===== src/rtl/clocking_pkg.sv =====
`default_nettype none
// ============================================================================
// Module   : clocking_pkg
// Purpose  : Shared types and constants for the clocking reconfiguration
//            sequencer. It holds the FSM state encoding, the configuration
//            record, the counter width and the parameter defaults.
// Ports    : none (package)
// Revision : 1.0 - initial release
// ============================================================================
package clocking_pkg;

  localparam int CNT_W = 10;

  localparam int unsigned DFLT_HOLD_CYCLES   = 4;
  localparam int unsigned DFLT_SETTLE_CYCLES = 8;
  localparam int unsigned DFLT_LOCK_TIMEOUT  = 1023;
  localparam logic [2:0]  DFLT_SEL           = 3'd1;
  localparam logic [2:0]  DFLT_SEL2          = 3'd1;

  typedef enum logic [2:0] {
    ST_IDLE      = 3'd0,
    ST_WAIT_LOCK = 3'd1,
    ST_HOLD      = 3'd2,
    ST_APPLY     = 3'd3,
    ST_SETTLE    = 3'd4,
    ST_RELEASE   = 3'd5
  } state_t;

  // One clocking configuration as seen by the clocking block.
  typedef struct packed {
    logic       ext_sel;
    logic [2:0] sel;
    logic [2:0] sel2;
  } clk_cfg_t;

endpackage
`default_nettype wire


===== src/rtl/sync2.sv =====
`default_nettype none
// ============================================================================
// Module   : sync2
// Purpose  : Two-flop synchronizer for a single asynchronous level.
// Ports    : clk          - destination clock
//            resetb_async - asynchronous active-low reset, output resets to 0
//            d            - asynchronous input level
//            q            - synchronized level, two clk cycles of latency
// Revision : 1.0 - initial release
// ============================================================================
module sync2 (
  input  logic clk,
  input  logic resetb_async,
  input  logic d,
  output logic q
);

  logic meta;

  always_ff @(posedge clk or negedge resetb_async) begin
    if (!resetb_async) begin
      meta <= 1'b0;
      q    <= 1'b0;
    end else begin
      meta <= d;
      q    <= meta;
    end
  end

endmodule
`default_nettype wire


===== src/rtl/clocking_reconfig_ctrl.sv =====
`default_nettype none
// ============================================================================
// Module   : clocking_reconfig_ctrl
// Purpose  : Applies run-time clocking configuration requests with a
//            gate / apply / settle sequence so divided clocks never glitch
//            and the core never switches onto an unlocked PLL.
// Ports    : pll_clk, resetb_async      - clock, async active-low reset
//            req_valid/req_ready        - request handshake (ready in IDLE)
//            req_ext_sel/req_sel/req_sel2 - requested configuration
//            pll_lock                   - asynchronous PLL lock
//            ext_clk_sel_out/sel_out/sel2_out - configuration to clocking block
//            clk_hold                   - core/user clock gate request
//            div_restart_n              - divider restart, low in APPLY only
//            busy/done/err              - sequencer status
// Revision : 1.0 - initial release
// ============================================================================
module clocking_reconfig_ctrl
  import clocking_pkg::*;
#(
  parameter int unsigned HOLD_CYCLES   = DFLT_HOLD_CYCLES,
  parameter int unsigned SETTLE_CYCLES = DFLT_SETTLE_CYCLES,
  parameter int unsigned LOCK_TIMEOUT  = DFLT_LOCK_TIMEOUT,
  parameter logic [2:0]  DEF_SEL       = DFLT_SEL,
  parameter logic [2:0]  DEF_SEL2      = DFLT_SEL2
) (
  input  logic       pll_clk,
  input  logic       resetb_async,
  input  logic       req_valid,
  output logic       req_ready,
  input  logic       req_ext_sel,
  input  logic [2:0] req_sel,
  input  logic [2:0] req_sel2,
  input  logic       pll_lock,
  output logic       ext_clk_sel_out,
  output logic [2:0] sel_out,
  output logic [2:0] sel2_out,
  output logic       clk_hold,
  output logic       div_restart_n,
  output logic       busy,
  output logic       done,
  output logic       err
);

  // Counter reload values: residency length minus one.
  localparam logic [CNT_W-1:0] HOLD_LD   = CNT_W'(HOLD_CYCLES - 1);
  localparam logic [CNT_W-1:0] SETTLE_LD = CNT_W'(SETTLE_CYCLES - 1);
  localparam logic [CNT_W-1:0] LOCK_LD   = CNT_W'(LOCK_TIMEOUT - 1);
  localparam clk_cfg_t RST_CFG = '{ext_sel: 1'b1, sel: DEF_SEL, sel2: DEF_SEL2};

  state_t           state, state_nxt;
  logic [CNT_W-1:0] cnt, cnt_nxt;
  logic             lock_s;
  clk_cfg_t         req_cfg, pend, cur;
  logic             accept, noop, timeout, finish;

  sync2 u_lock_sync (
    .clk          (pll_clk),
    .resetb_async (resetb_async),
    .d            (pll_lock),
    .q            (lock_s)
  );

  assign req_cfg   = '{ext_sel: req_ext_sel, sel: req_sel, sel2: req_sel2};
  assign req_ready = (state == ST_IDLE);

  assign ext_clk_sel_out = cur.ext_sel;
  assign sel_out         = cur.sel;
  assign sel2_out        = cur.sel2;

  always_ff @(posedge pll_clk or negedge resetb_async) begin
    if (!resetb_async) begin
      state <= ST_IDLE;
      cnt   <= '0;
    end else begin
      state <= state_nxt;
      cnt   <= cnt_nxt;
    end
  end

  always_comb begin
    state_nxt = state;
    // Saturating decrement: the counter parks at zero instead of wrapping.
    cnt_nxt   = (cnt != '0) ? cnt - 1'b1 : cnt;
    accept    = 1'b0;
    noop      = 1'b0;
    timeout   = 1'b0;
    unique case (state)
      ST_IDLE: begin
        if (req_valid) begin
          accept = 1'b1;
          if (req_cfg == cur) begin
            noop = 1'b1;
          end else if (!req_ext_sel && !lock_s) begin
            state_nxt = ST_WAIT_LOCK;
            cnt_nxt   = LOCK_LD;
          end else begin
            state_nxt = ST_HOLD;
            cnt_nxt   = HOLD_LD;
          end
        end
      end
      ST_WAIT_LOCK: begin
        // Lock takes priority even on the final counted cycle.
        if (lock_s) begin
          state_nxt = ST_HOLD;
          cnt_nxt   = HOLD_LD;
        end else if (cnt == '0) begin
          state_nxt = ST_IDLE;
          timeout   = 1'b1;
        end
      end
      ST_HOLD: begin
        if (cnt == '0) begin
          state_nxt = ST_APPLY;
          cnt_nxt   = '0;
        end
      end
      ST_APPLY: begin
        state_nxt = ST_SETTLE;
        cnt_nxt   = SETTLE_LD;
      end
      ST_SETTLE: begin
        if (cnt == '0) begin
          state_nxt = ST_RELEASE;
          cnt_nxt   = '0;
        end
      end
      ST_RELEASE: begin
        state_nxt = ST_IDLE;
      end
      default: begin
        state_nxt = ST_IDLE;
        cnt_nxt   = '0;
      end
    endcase
  end

  assign finish = noop | timeout | (state_nxt == ST_RELEASE);

  // Status and strobes are registered from the next state so clk_hold and
  // div_restart_n come straight from flops and cannot glitch on decode.
  always_ff @(posedge pll_clk or negedge resetb_async) begin
    if (!resetb_async) begin
      pend          <= RST_CFG;
      cur           <= RST_CFG;
      clk_hold      <= 1'b0;
      div_restart_n <= 1'b1;
      busy          <= 1'b0;
      done          <= 1'b0;
      err           <= 1'b0;
    end else begin
      if (accept) begin
        pend <= req_cfg;
      end
      if (state == ST_APPLY) begin
        cur <= pend;
      end
      clk_hold      <= (state_nxt == ST_HOLD) || (state_nxt == ST_APPLY) ||
                       (state_nxt == ST_SETTLE);
      div_restart_n <= (state_nxt != ST_APPLY);
      busy          <= (state_nxt != ST_IDLE);
      done          <= finish;
      if (finish) begin
        err <= timeout;
      end
    end
  end

endmodule
`default_nettype wire

===== config.mk =====
export PLATFORM = sky130hd
export DESIGN_NAME = clocking_reconfig_ctrl
export DESIGN_NICKNAME = d
export VERILOG_FILES = /design/src/rtl/clocking_pkg.sv /design/src/rtl/sync2.sv /design/src/rtl/clocking_reconfig_ctrl.sv
export SDC_FILE = /design/constraint.sdc
export NUM_CORES = 1
export LEC_CHECK = 0
export ABC_AREA = 1
export CELL_PAD_IN_SITES_DETAIL_PLACEMENT = 1
export CELL_PAD_IN_SITES_GLOBAL_PLACEMENT = 1
export CORE_MARGIN = 4
export CORE_UTILIZATION = 43
export DETAILED_ROUTE_END_ITERATION = 10
export PLACE_DENSITY_LB_ADDON = 0.12
export SLEW_MARGIN = 15
export SYNTH_ARGS = -nofsm -noshare
export SYNTH_HDL_FRONTEND = slang
export SYNTH_SLANG_ARGS = --single-unit
export TNS_END_PERCENT = 50

===== constraint.sdc =====
create_clock -name pll_clk -period 2.5 [get_ports pll_clk]
set_input_delay 0.5 -clock pll_clk [delete_from_list [all_inputs] [get_ports pll_clk]]
set_output_delay 0.5 -clock pll_clk [all_outputs]
set_load 0.1 [all_outputs]

==> flow_metrics.tcl <==
set metrics [dict create \
    status "complete, no violations" \
    fp.dieH_um 73.2 \
    grt_pass1_vias 1592 \
    worstPathRequired_ns 2.00 \
    crit_fanout 6 \
    rows 23 \
    grt_max_degree 35 \
    synth_fa_ha_area_share_pct 2.05 \
    utilization_pct 54.0 \
    cts_setup_buffers 0 \
    ios 24 \
    finalCritPeriodShare_pct 80.9 \
    io_buffers 23 \
    ys_seq_elements 34 \
    track_usage_pct 19.1 \
    cts.sinks 34 \
    nets 276 \
    ys_warn_count 0 \
    r2r_end "busy$_DFF_PN0_" \
    dp.cells 305 \
    layout-drive-gt1-share_pct 17.9 \
    end_kind "output pin" \
    grt_antenna_before_repair 0 \
    core_um2 4060 \
    cts_tree "done" \
    synth_cells 231 \
    r2r_start "ext_clk_sel_out$_DFFE_PN1P_" \
    clk_pin_slew_worst_paths_ns 0.07 \
    wl_um 4430 \
    clk_latency_ns 0.28 \
    cp-start-kind "register" \
    antenna_cells_inserted 0 \
    post_cts_resized 0 \
    syn_nets 245 \
    syn_area_um2 1830 \
    fin_crit_ns 2.02 \
    vias_per_cell 4.99 \
    relSlewSlack_pct 70.6 \
    die_w_um 73.2 \
    synthMuxAreaShare_pct 0 \
    dieArea_um2 5360 \
    finalSetupViolations 0 \
    cts_buffers 5 \
    grt_pass1_wl_um 7790 \
    h-tree-depth 2 \
    synth_xor_area_share_pct 2.40 \
    postPlaceCellArea_um2 2110 \
    start_util_pct 45.1 \
    fillers 499 \
    synth-simple-area-share_pct 31.9 \
    r2r_cells 8 \
    hold_viol_final 0 \
    fmax_ghz 0.494 \
    first_pass_iters 4 \
    hp-class "reg2reg" \
    tightestPinTransition_ns 0.440 \
    setup-tns-final_ns 0 \
    ys_types 30 \
    rsz0062_at_grt "no" \
    final.setup_skew_ns 0.00626 \
    wl_per_cell_um 14.2 \
    worstSetupStartpoint "state[0]$_DFF_PN0_" \
    regToRegSetupSlack_ns 0.82 \
    gr-total-overflow 0 \
    syn_area_per_cell_um2 7.91 \
    ys_seq_area_share_pct 47.0 \
    area_growth_pct 19.8 \
    crit_arrival_ns 1.52 \
    hpwl_um 3370 \
    drcViolationCount 0 \
    clk_root_buffer_cell "clkbuf_8" \
    gp_congestion 0.768 \
    endpoint "req_ready" \
    clk_path_buf_depth 2 \
    fin_area_um2 2190 \
    synth_compound_area_share_pct 7.94 \
    vias 1561 \
    drtIter0Drc 76 \
    report.final.slew_viol_count 0 \
    crit_type "reg2out" \
    ant_nets 0 \
    synth_top_family_by_area "simple AND/OR/NAND/NOR gates" \
    hold_buffers 0 \
    final_cells 313 \
    maxCapViolCount 0 \
]
-- layout by cell type (no fill, tap or decap), types with 2 or more instances in the layout --
master and n:
xor2_1 2, clkbuf_8 5, o21ai_2 2, a21oi_1 2, inv_1 36, buf_4 14, clkbuf_1 3, nand2_1 71
dfrtp_1 27, nor2_2 2, nand3_1 23, inv_2 2, nor2_1 11, o211ai_1 2, nand4_1 4, clkdlybuf4s50_1 10
nand2_2 4, xnor2_1 3, dfstp_2 7, ha_1 3, o21ai_0 17
-- stage by stage --
step | setup WS, ns | hold WS (ns)
2_1_floorplan | 0.564 | 0.204
3_3_place_gp | 0.333 | 0.333
3_5_place_dp | 0.290 | 0.336
4_1_cts | 0.471 | 0.351
5_1_grt | 0.327 | 0.374
6_report | 0.477 | 0.348
-- cell type report --
| class | instances | area, um^2 | share of cell area, % |
|---|---|---|---|
| sequential | 34 | 860 | 39.2 |
| multi-input combinational | 156 | 810 | 37.0 |
| timing repair buffer | 25 | 225 | 10.3 |
| inverter | 40 | 154 | 7.02 |
| clock buffer | 8 | 80.1 | 3.66 |
| tap | 50 | 62.6 | 2.86 |
-- state kept, by name, indices dropped and copies added (netlist names) --
| name | flops |
|---|---|
| pend | 7 |
| cnt | 10 |
| state | 3 |
| err | 1 |
| clk_hold | 1 |
| div_restart_n | 1 |
| u_lock_sync.meta | 1 |
| sel2_out | 3 |
| done | 1 |
| sel_out | 3 |
| busy | 1 |
| u_lock_sync.q | 1 |
| ext_clk_sel_out | 1 |
-- cells in the mapped netlist (all sizes together) --
library cell / n / share of area (%)
nor4: 1 / 0.68
xnor2: 3 / 1.4
or2: 1 / 0.48
nand3b: 1 / 0.41
a21oi: 2 / 0.55
inv: 39 / 8.1
o21ai: 20 / 5.9
xor2: 2 / 0.96
clkinv: 1 / 0.27
ha: 3 / 2.1
nor2: 15 / 4.7
dfrtp: 27 / 37
nand2: 76 / 17
o211ai: 3 / 1.5
buf: 1 / 0.27
nand3: 24 / 6.8
nor3: 1 / 0.89
nand4: 4 / 1.4
dfstp: 7 / 10
-- metal layers --
| metal | vias to the layer above | track usage, % | wire length, um |
|---|---|---|---|
| li1 | 788 | - | - |
| met1 | 748 | 25.6 | 2040 |
| met2 | 19 | 30.9 | 2200 |
| met3 | 6 | 3.44 | 122 |
| met4 | 0 | 6.35 | 71 |
| met5 | - | 0 | 0 |
-- worst max-delay path, cell delays in order (launching register included) --
cell and delay [ns]:
dfrtp_1 0.46, nor2_1 0.22, nand2_2 0.16, inv_1 0.20, buf_12 0.20
-- kinds of logic (layout without fill, tap and decap cells) --
kind of cell / Yosys count / after routing
buf+inv: 41 / 73
fa+ha+maj: 3 / 3
xor+xnor: 5 / 5
simple gates: 123 / 123
compound gates: 25 / 25
flops: 34 / 34
-- worst min-delay path by stage --
stage                                     startpoint                 endpoint  cells after the start
after CTS                 u_lock_sync.meta$_DFF_PN0_  u_lock_sync.q$_DFF_PN0_                      0
after floorplan                         resetb_async           busy$_DFF_PN0_                      0
final                     u_lock_sync.meta$_DFF_PN0_  u_lock_sync.q$_DFF_PN0_                      0
after global routing      u_lock_sync.meta$_DFF_PN0_  u_lock_sync.q$_DFF_PN0_                      0
after global placement    u_lock_sync.meta$_DFF_PN0_  u_lock_sync.q$_DFF_PN0_                      0
after detailed placement  u_lock_sync.meta$_DFF_PN0_  u_lock_sync.q$_DFF_PN0_                      0
Power is not shown: default switching activity piles up to over one toggle a cycle in this logic, so the estimate is an artifact.
